`src/rtl/control_unit_mc.sv`:
```
// ----------------------------------------------------------------------------
// control_unit_mc
//
// Main control unit for a 5-stage RISC-V pipeline. It decodes the ID-stage
// opcode/funct7 into datapath controls, separating MUL (funct7 = 0000001)
// from ordinary R-type. While a multi-cycle multiply is in flight it stalls
// PC/IF-ID and turns the ID/EX controls into bubbles. It also flushes IF on
// taken branches and JAL, and counts stall cycles.
//
// Parameters
//   MUL_LATENCY  multiplier latency in cycles (1..16)
//   CNT_W        width of the stall performance counter
//
// Ports
//   clk           clock, rising edge
//   arst          asynchronous active-high reset
//   id_valid      ID stage holds a valid instruction
//   opcode        ID instruction opcode[6:0]
//   funct7        ID instruction funct7
//   branch_taken  branch comparison result for the ID instruction
//   alu_op        00 add, 01 sub, 10 R-type, 11 mul
//   alu_src, mem_2_reg, mem_read, mem_write, reg_write, branch, jump
//                 datapath controls
//   if_flush      squash the IF/ID instruction
//   stall         hold PC and IF/ID
//   mul_start     one-cycle pulse launching the multiplier
//   mul_busy      multiplier sequencer is not idle
//   stall_count   saturating count of cycles with stall = 1
// ----------------------------------------------------------------------------
module control_unit_mc #(
    parameter int MUL_LATENCY = 4,
    parameter int CNT_W       = 32
) (
    input  logic             clk,
    input  logic             arst,
    input  logic             id_valid,
    input  logic [6:0]       opcode,
    input  logic [6:0]       funct7,
    input  logic             branch_taken,
    output logic [1:0]       alu_op,
    output logic             alu_src,
    output logic             mem_2_reg,
    output logic             mem_read,
    output logic             mem_write,
    output logic             reg_write,
    output logic             branch,
    output logic             jump,
    output logic             if_flush,
    output logic             stall,
    output logic             mul_start,
    output logic             mul_busy,
    output logic [CNT_W-1:0] stall_count
);

    localparam logic [6:0] OP_RTYPE  = 7'b0110011;
    localparam logic [6:0] OP_IALU   = 7'b0010011;
    localparam logic [6:0] OP_BRANCH = 7'b1100011;
    localparam logic [6:0] OP_JAL    = 7'b1101111;
    localparam logic [6:0] OP_LOAD   = 7'b0000011;
    localparam logic [6:0] OP_STORE  = 7'b0100011;
    localparam logic [6:0] F7_MUL    = 7'b0000001;

    // The counter only needs to hold MUL_LATENCY-2; keep at least one bit so
    // the vector is legal for the short latencies.
    localparam int CNT_BITS = (MUL_LATENCY > 2) ? $clog2(MUL_LATENCY) : 1;
    localparam logic [CNT_BITS-1:0] CNT_LOAD =
        CNT_BITS'((MUL_LATENCY > 1) ? (MUL_LATENCY - 2) : 0);

    typedef enum logic {
        IDLE = 1'b0,
        BUSY = 1'b1
    } state_t;

    state_t              state_reg, state_next;
    logic [CNT_BITS-1:0] cnt_reg, cnt_next;
    logic [CNT_W-1:0]    stall_count_reg;
    logic                issue;
    logic                mul_issue;

    // Stall derives straight from the state register, so an asynchronous
    // reset drops it without waiting for a clock edge.
    assign stall    = (state_reg == BUSY);
    assign mul_busy = (state_reg == BUSY);
    assign issue    = id_valid && !stall;
    assign mul_issue = issue && (opcode == OP_RTYPE) && (funct7 == F7_MUL);

    // ------------------------------------------------------------------
    // Combinational decode; a bubble (all zeros) whenever nothing issues.
    // ------------------------------------------------------------------
    always_comb begin
        alu_op    = 2'b00;
        alu_src   = 1'b0;
        mem_2_reg = 1'b0;
        mem_read  = 1'b0;
        mem_write = 1'b0;
        reg_write = 1'b0;
        branch    = 1'b0;
        jump      = 1'b0;
        if_flush  = 1'b0;
        if (issue) begin
            case (opcode)
                OP_RTYPE: begin
                    reg_write = 1'b1;
                    alu_op    = (funct7 == F7_MUL) ? 2'b11 : 2'b10;
                end
                OP_IALU: begin
                    alu_src   = 1'b1;
                    reg_write = 1'b1;
                end
                OP_BRANCH: begin
                    branch   = 1'b1;
                    alu_op   = 2'b01;
                    if_flush = branch_taken;
                end
                OP_JAL: begin
                    jump     = 1'b1;
                    if_flush = 1'b1;
                end
                OP_LOAD: begin
                    alu_src   = 1'b1;
                    mem_2_reg = 1'b1;
                    mem_read  = 1'b1;
                    reg_write = 1'b1;
                end
                OP_STORE: begin
                    alu_src   = 1'b1;
                    mem_write = 1'b1;
                end
                default: alu_op = 2'b10;
            endcase
        end
    end

    // ------------------------------------------------------------------
    // Multiplier sequencer: next state and start pulse.
    // mul_start can only fire from IDLE, which serialises back-to-back MULs:
    // the second one waits in ID behind the stall and issues afterwards.
    // ------------------------------------------------------------------
    always_comb begin
        state_next = state_reg;
        cnt_next   = cnt_reg;
        mul_start  = 1'b0;
        case (state_reg)
            IDLE: begin
                if (mul_issue) begin
                    mul_start = 1'b1;
                    // A single-cycle multiplier never needs a stall.
                    if (MUL_LATENCY > 1) begin
                        state_next = BUSY;
                        cnt_next   = CNT_LOAD;
                    end
                end
            end
            BUSY: begin
                if (cnt_reg == '0) begin
                    state_next = IDLE;
                end else begin
                    cnt_next = cnt_reg - 1'b1;
                end
            end
            default: state_next = IDLE;
        endcase
    end

    always_ff @(posedge clk or posedge arst) begin
        if (arst) begin
            state_reg <= IDLE;
            cnt_reg   <= '0;
        end else begin
            state_reg <= state_next;
            cnt_reg   <= cnt_next;
        end
    end

    // Saturating stall-cycle counter.
    always_ff @(posedge clk or posedge arst) begin
        if (arst) begin
            stall_count_reg <= '0;
        end else if (stall && (stall_count_reg != {CNT_W{1'b1}})) begin
            stall_count_reg <= stall_count_reg + 1'b1;
        end
    end

    assign stall_count = stall_count_reg;

endmodule

```
`config.mk`:
```
export PLATFORM = sky130hd
export DESIGN_NAME = control_unit_mc
export DESIGN_NICKNAME = d
export VERILOG_FILES = /design/src/rtl/control_unit_mc.sv
export SDC_FILE = /design/constraint.sdc
export NUM_CORES = 1
export LEC_CHECK = 0
export BUFFER_PORTS_ARGS = -buffer_cell sky130_fd_sc_hd__buf_4
export CAP_MARGIN = 20
export CORE_MARGIN = 3
export CORE_UTILIZATION = 40
export DETAILED_ROUTE_END_ITERATION = 6
export GPL_TIMING_DRIVEN = 1
export HOLD_SLACK_MARGIN = 0.05
export PLACE_DENSITY = 0.75
export SYNTH_ARGS = -nofsm -noshare
export SYNTH_HDL_FRONTEND = slang
export SYNTH_SLANG_ARGS = --single-unit
```
`constraint.sdc`:
```
create_clock -name clk -period 5.71 [get_ports clk]
set_input_delay 1.142 -clock clk [delete_from_list [all_inputs] [get_ports clk]]
set_output_delay 1.142 -clock clk [all_outputs]
set_load 0.02 [all_outputs]
```
==> qor.txt, run 1 <==
status - finished, final reports clean
Tightest Hold Check Type - reg2reg
ANT nets after route - 0
hold_sp - stall_count[31]
reg2reg end - stall_count[27]
routed wire length - 4280 um
crit path DAT - 2.77 ns
Yosys top cell by area - dfrtp_1
GRT overflow - 0
crit path launch type - input port
gpl congestion - 0.798
Cell Rows - 24
GRT Overall Usage - 16.6%
Cells after DPL - 306
count of different cell masters after synthesis - 34
ant diodes - 0
Die Span Y - 74.9 um
first-pass GRT wire length - 7200 um
register area share after synthesis - 46.1%
post-cts resize count - 0
max reg flops - 32
fin util - 55.6%
crit end category - primary output
Final Hold Viols - 0
CP max FO - 5
CTS Buffer Depth - 2
DR WL/cell - 13.7 um
Clock Skew - 0.00647 ns
#FFs+latches synth - 35
crit path cell chain - buf_4, or2_2, or4_1, or2_2, nand2b_1, buf_4
Period minus WS final - 3.91 ns
R2R Setup Slk - 3.11 ns
Reg clk slew, reported paths - 0.07 ns
Reg2Reg Depth - 5
H-tree depth - 2
Cell Area, Synth - 1900 um2
P per Cell Area - 179 nW/um2
Yosys Warn Count - 0
max-cap violation count - 0
number of hold buffers added after cts - 0
DRT Pass-1 Iters - 5
Top Ports - 63
CTS tree - done
CP Data Required Time - 4.57 ns
clk_lat worst skew - 0.28 ns
Critical R2R Launch - stall_count[25]
largest net degree at the start of global routing - 36
Final Slew Violations - 0
root buf cell - clkbuf_8
Max IR drop VDD - 0.0739 mV
Die X-Extent - 74.9 um
IO Port Bufs - 62
CP Class - in2out
full die area - 5610 um2
Final Hold Slack - 0.505 ns
top cell type's share of synthesized area - 46.1%
hold path cells - 1
Synth area leaders - dfrtp_1 46%, xnor2_1 10%, nand4_1 5.3%, nand3_1 5.0%, nand2_1 3.4%
number of global-route vias before repair - 1582
peak per-stage delay on the critical path - 0.59 ns
Mapped Cells - 198
RSZ-0062 raised after global routing - false
TritonCTS Buffers - 5
Max Clock Freq - 256 MHz
initial core utilization - 42.4%
WHS Endpoint - stall_count[31]
Final setup viols - 0
Post-Layout Cell Count - 313
Area Growth Syn to Fin - 31.1%
crit path max-delay cell type - or4_1
final net count - 281
Via density - 5.38
Slew @ Worst Pin - 0.751 ns
share of layout cells above drive strength 1 - 30.3%
synthesized area per cell - 9.59 um2
setup TNS - 0 ns
Static Leak - 0.00118 uW
via count of the routed design - 1684
detailed placement HPWL - 3170 um
max_slew headroom - 49.8%
CTS sink cnt - 35
setup bufs post-CTS - 0
Net Count, Synth - 218
initial drt markers - 143
DRC - 0
fin crit share - 68.5%
initial antenna violation count - 0
core area - 4470 um2
[synthesized netlist by cell type, drive strengths merged]
master / number
nand2b: 4
a21o: 1
a21oi: 4
xnor2: 22
nand3b: 1
nor3: 10
nand2: 17
mux2: 1
nor4b: 1
nor3b: 4
and4: 2
ha: 2
buf: 3
and3: 9
inv: 7
clkbuf: 4
nor4: 3
nand3: 20
or4b: 1
nor2b: 1
dfrtp: 35
nand4: 16
a2111oi: 1
or2: 2
or4: 3
and2: 4
o21ai: 1
nor2: 9
xor2: 7
a31oi: 3
[where the power goes]
| group | internal (uW) | total, uW | switching [uW] |
|---|---|---|---|
| clock network | 94.5 | 178 | 83.7 |
| registers | 248 | 248 | 0.0323 |
| logic | 10.2 | 20.7 | 10.4 |
[cells in the final DEF, fill, tap and decap left out, drive strengths merged]
master,count
nand4,16
and4,2
nor3,10
a21o,1
nor4b,1
or2,2
inv,7
nor2,9
o21ai,1
and2,4
nand3,20
nand2b,4
or4b,1
xor2,7
a31oi,3
a21oi,4
clkbuf,6
nand3b,1
buf,63
nor2b,1
a2111oi,1
and3,9
ha,2
nor3b,4
clkinv,1
dfrtp,35
mux2,1
xnor2,22
nor4,3
nand2,17
or4,3
[cells by family (layout without fill, tap and decap cells)]
| family | after synthesis | after routing | synth area share, % |
|---|---|---|---|
| AND/OR/NAND/NOR | 107 | 107 | 32.2 |
| flip-flops | 35 | 35 | 46.1 |
| XOR/XNOR | 29 | 29 | 13.4 |
| buffers and inverters | 14 | 77 | 3.23 |
| AO/OA/AOI/OAI | 10 | 10 | 3.16 |
| adder cells (fa/ha/maj) | 2 | 2 | 1.32 |
| multiplexers | 1 | 1 | 0.593 |
[worst max path at each step]
stage / from / end / slack [ns] / cells after the start
6_report: opcode[3] / alu_op[0] / 1.80 / 6
5_1_grt: opcode[3] / alu_op[0] / 1.72 / 6
4_1_cts: opcode[3] / alu_op[0] / 1.79 / 6
3_5_place_dp: opcode[3] / alu_op[0] / 1.79 / 6
3_3_place_gp: opcode[3] / alu_op[0] / 1.81 / 6
2_1_floorplan: opcode[3] / mem_read / 1.75 / 4
[worst max-delay path, delay by kind of cell]
family	cells	cell delay, ns
AND/OR/NAND/NOR	4	1.37
buffers and inverters	2	0.25
[stage by stage]
| stage | instance area (um2) | setup slack [ns] | power, uW |
|---|---|---|---|
| after floorplan | 1900 | 1.75 | 260 |
| after global placement | 2400 | 1.81 | 273 |
| after detailed placement | 2400 | 1.79 | 274 |
| after CTS | 2490 | 1.79 | 452 |
| after global routing | 2490 | 1.72 | 467 |
| final | 2490 | 1.80 | 447 |
[layer usage]
metal  global-route usage, %  wire length (um)  up-vias
met2                    27.3              2050       62
met1                    20.7              1860      791
met3                    5.47               340        4
li1                        -                 -      827
met4                    5.14                31        0
met5                       0                 0        -
[layout make-up]
cell class | instances | area, um2
Sequential cell | 35 | 876
Timing Repair Buffer | 63 | 473
Inverter | 7 | 26.3
Clock buffer | 6 | 82.6
Multi-Input combinational cell | 149 | 962
Tap cell | 52 | 65.1
Fill cell | 421 | 1980
Clock inverter | 1 | 5.00
No activity file was read; power rests on OpenSTA's default activity.
==> inputs of run 2 (changes only) <==
PLACE_DENSITY = 0.77   (was 0.75)
clock period = 3.5 ns   (was 5.71 ns; I/O delays follow)
==> qor.txt, run 2 (synthesis gave the netlist of run 1 again) <==
Slew @ Worst Pin - 0.569 ns
Setup WS pre-CTS - 0.461 ns
final instance area - 2520 um2
RSZ-0062 raised after global routing - false
detailed placement HPWL - 3360 um
first-pass GRT wire length - 7560 um
CP Data Required Time - 2.80 ns
Period minus WS final - 3.03 ns
top layer in use - met4
crit end category - primary output
Post-DP Area - 2420 um2
initial antenna violation count - 0
GRT overflow - 0
CP Class - in2out
largest net degree at the start of global routing - 36
crit path cell chain - buf_4, or2_2, or4_1, or2_2, nand2b_1, buf_4
DRC - 0
Tightest Hold Check Type - in2async
Static Leak - 0.00119 uW
max-cap violation count - 0
Via density - 5.43
fin crit share - 86.5%
Worst setup startpoint - opcode[3]
peak per-stage delay on the critical path - 0.59 ns
met3 wire length - 289 um
Critical R2R Launch - stall_count[0]
Final Total Pwr - 762 uW
P per Cell Area - 302 nW/um2
ANT nets after route - 0
max_slew headroom - 62.1%
TritonCTS Buffers - 5
number of hold buffers added after cts - 0
Final Slew Violations - 0
fin util - 56.3%
Final Hold Viols - 0
post-cts resize count - 0
CP max FO - 5
initial core utilization - 42.4%
CTS tree - done
ant diodes - 0
Top Ports - 63
Reg area - 876 um2
CTS Buffer Depth - 2
Die Span Y - 74.9 um
gpl congestion - 0.827
commonest non-fill, non-tap cell in the layout - buf_4
slack of the critical path - 0.474 ns
initial drt markers - 79
number of global-route vias before repair - 1771
Final setup viols - 0
GRT Overall Usage - 17.3%
IO Port Bufs - 62
max reg flops - 32
Clock Skew - 0.00914 ns
Max Clock Freq - 330 MHz
wl on met1 - 1910 um
routed wire length - 4450 um
Die X-Extent - 74.9 um
final net count - 283
Cell Rows - 24
H-tree depth - 2
core area - 4470 um2
via count of the routed design - 1717
setup TNS - 0 ns
root buf cell - clkbuf_8
Area Growth Syn to Fin - 32.7%
CTS sink cnt - 35
most frequent cells in the layout - 65 x buf_4, 35 x dfrtp_1, 22 x xnor2_1
Max IR drop VDD - 0.176 mV
share of layout cells above drive strength 1 - 31.1%
clk_lat worst skew - 0.29 ns
DR WL met2 - 2210 um
setup bufs post-CTS - 0
DRT Pass-1 Iters - 4
fillers - 422
crit path max-delay cell type - or4_1
crit path DAT - 2.33 ns
CP top delay family - simple AND/OR/NAND/NOR gates
area occupied by multi-input gates - 962 um2
status - finished, final reports clean
Reg clk slew, reported paths - 0.07 ns
full die area - 5610 um2
crit path launch type - input port
DR WL/cell - 14.1 um
CP Buf/Inv Count - 2
## run 2: cell count changes in the layout (fill, tap and decap cells not counted), sizes merged
cell / delta
buf: +2
clkinv: -1
clkbuf: +1
clkinvlp: +1
## run 2: report_power, final
group / internal, uW / total [uW] / leakage [uW] / switching [uW]
Clock: 179 / 323 / 0.0000505 / 144
Combinational: 16.7 / 34.0 / 0.000658 / 17.3
Sequential: 404 / 404 / 0.000484 / 0.0506
Total: 600 / 762 / 0.00119 / 162
## run 2: worst reg2reg max path: stages (launching register included)
cell and delay [ns]:
dfrtp_1 0.45, ha_1 0.31, inv_1 0.07, nor3_1 0.46, nand4_1 0.30, buf_4 0.28, nor3b_2 0.17, xor2_1 0.14
## run 2: layer usage
| metal | vias to the layer above | global-route usage, % |
|---|---|---|
| met3 | 4 | 5.61 |
| met5 | - | 0 |
| met2 | 54 | 30.7 |
| li1 | 837 | - |
| met1 | 822 | 20.0 |
| met4 | 0 | 4.55 |
## run 2: metrics by stage
stage                     hold WS [ns]  std cells
after floorplan                  0.460        198
after detailed placement         0.492        308
after global placement           0.479        308
after global routing             0.531        316
final                            0.496        316
after CTS                        0.503        316
## run 2: area by class of cell
class	instances	area share, %
clock buffer	7	3.82
clock inverter	1	0.298
inverter	7	1.04
multi-input combinational	149	38.2
sequential	35	34.7
tap	52	2.58
timing repair buffer	65	19.4
## run 2: path summary, 6_finish.rpt
check	endpoint	slack, ns	cells after the start
worst min register to register	cnt_reg[0]	0.50	1
worst min-delay path	stall_count[24]	0.50	3
worst max-delay path	alu_op[0]	0.47	6
max in group asynchronous	stall_count[13]	2.69	3
min in group clk	cnt_reg[0]	0.50	1
worst max register to register	stall_count[27]	1.19	7
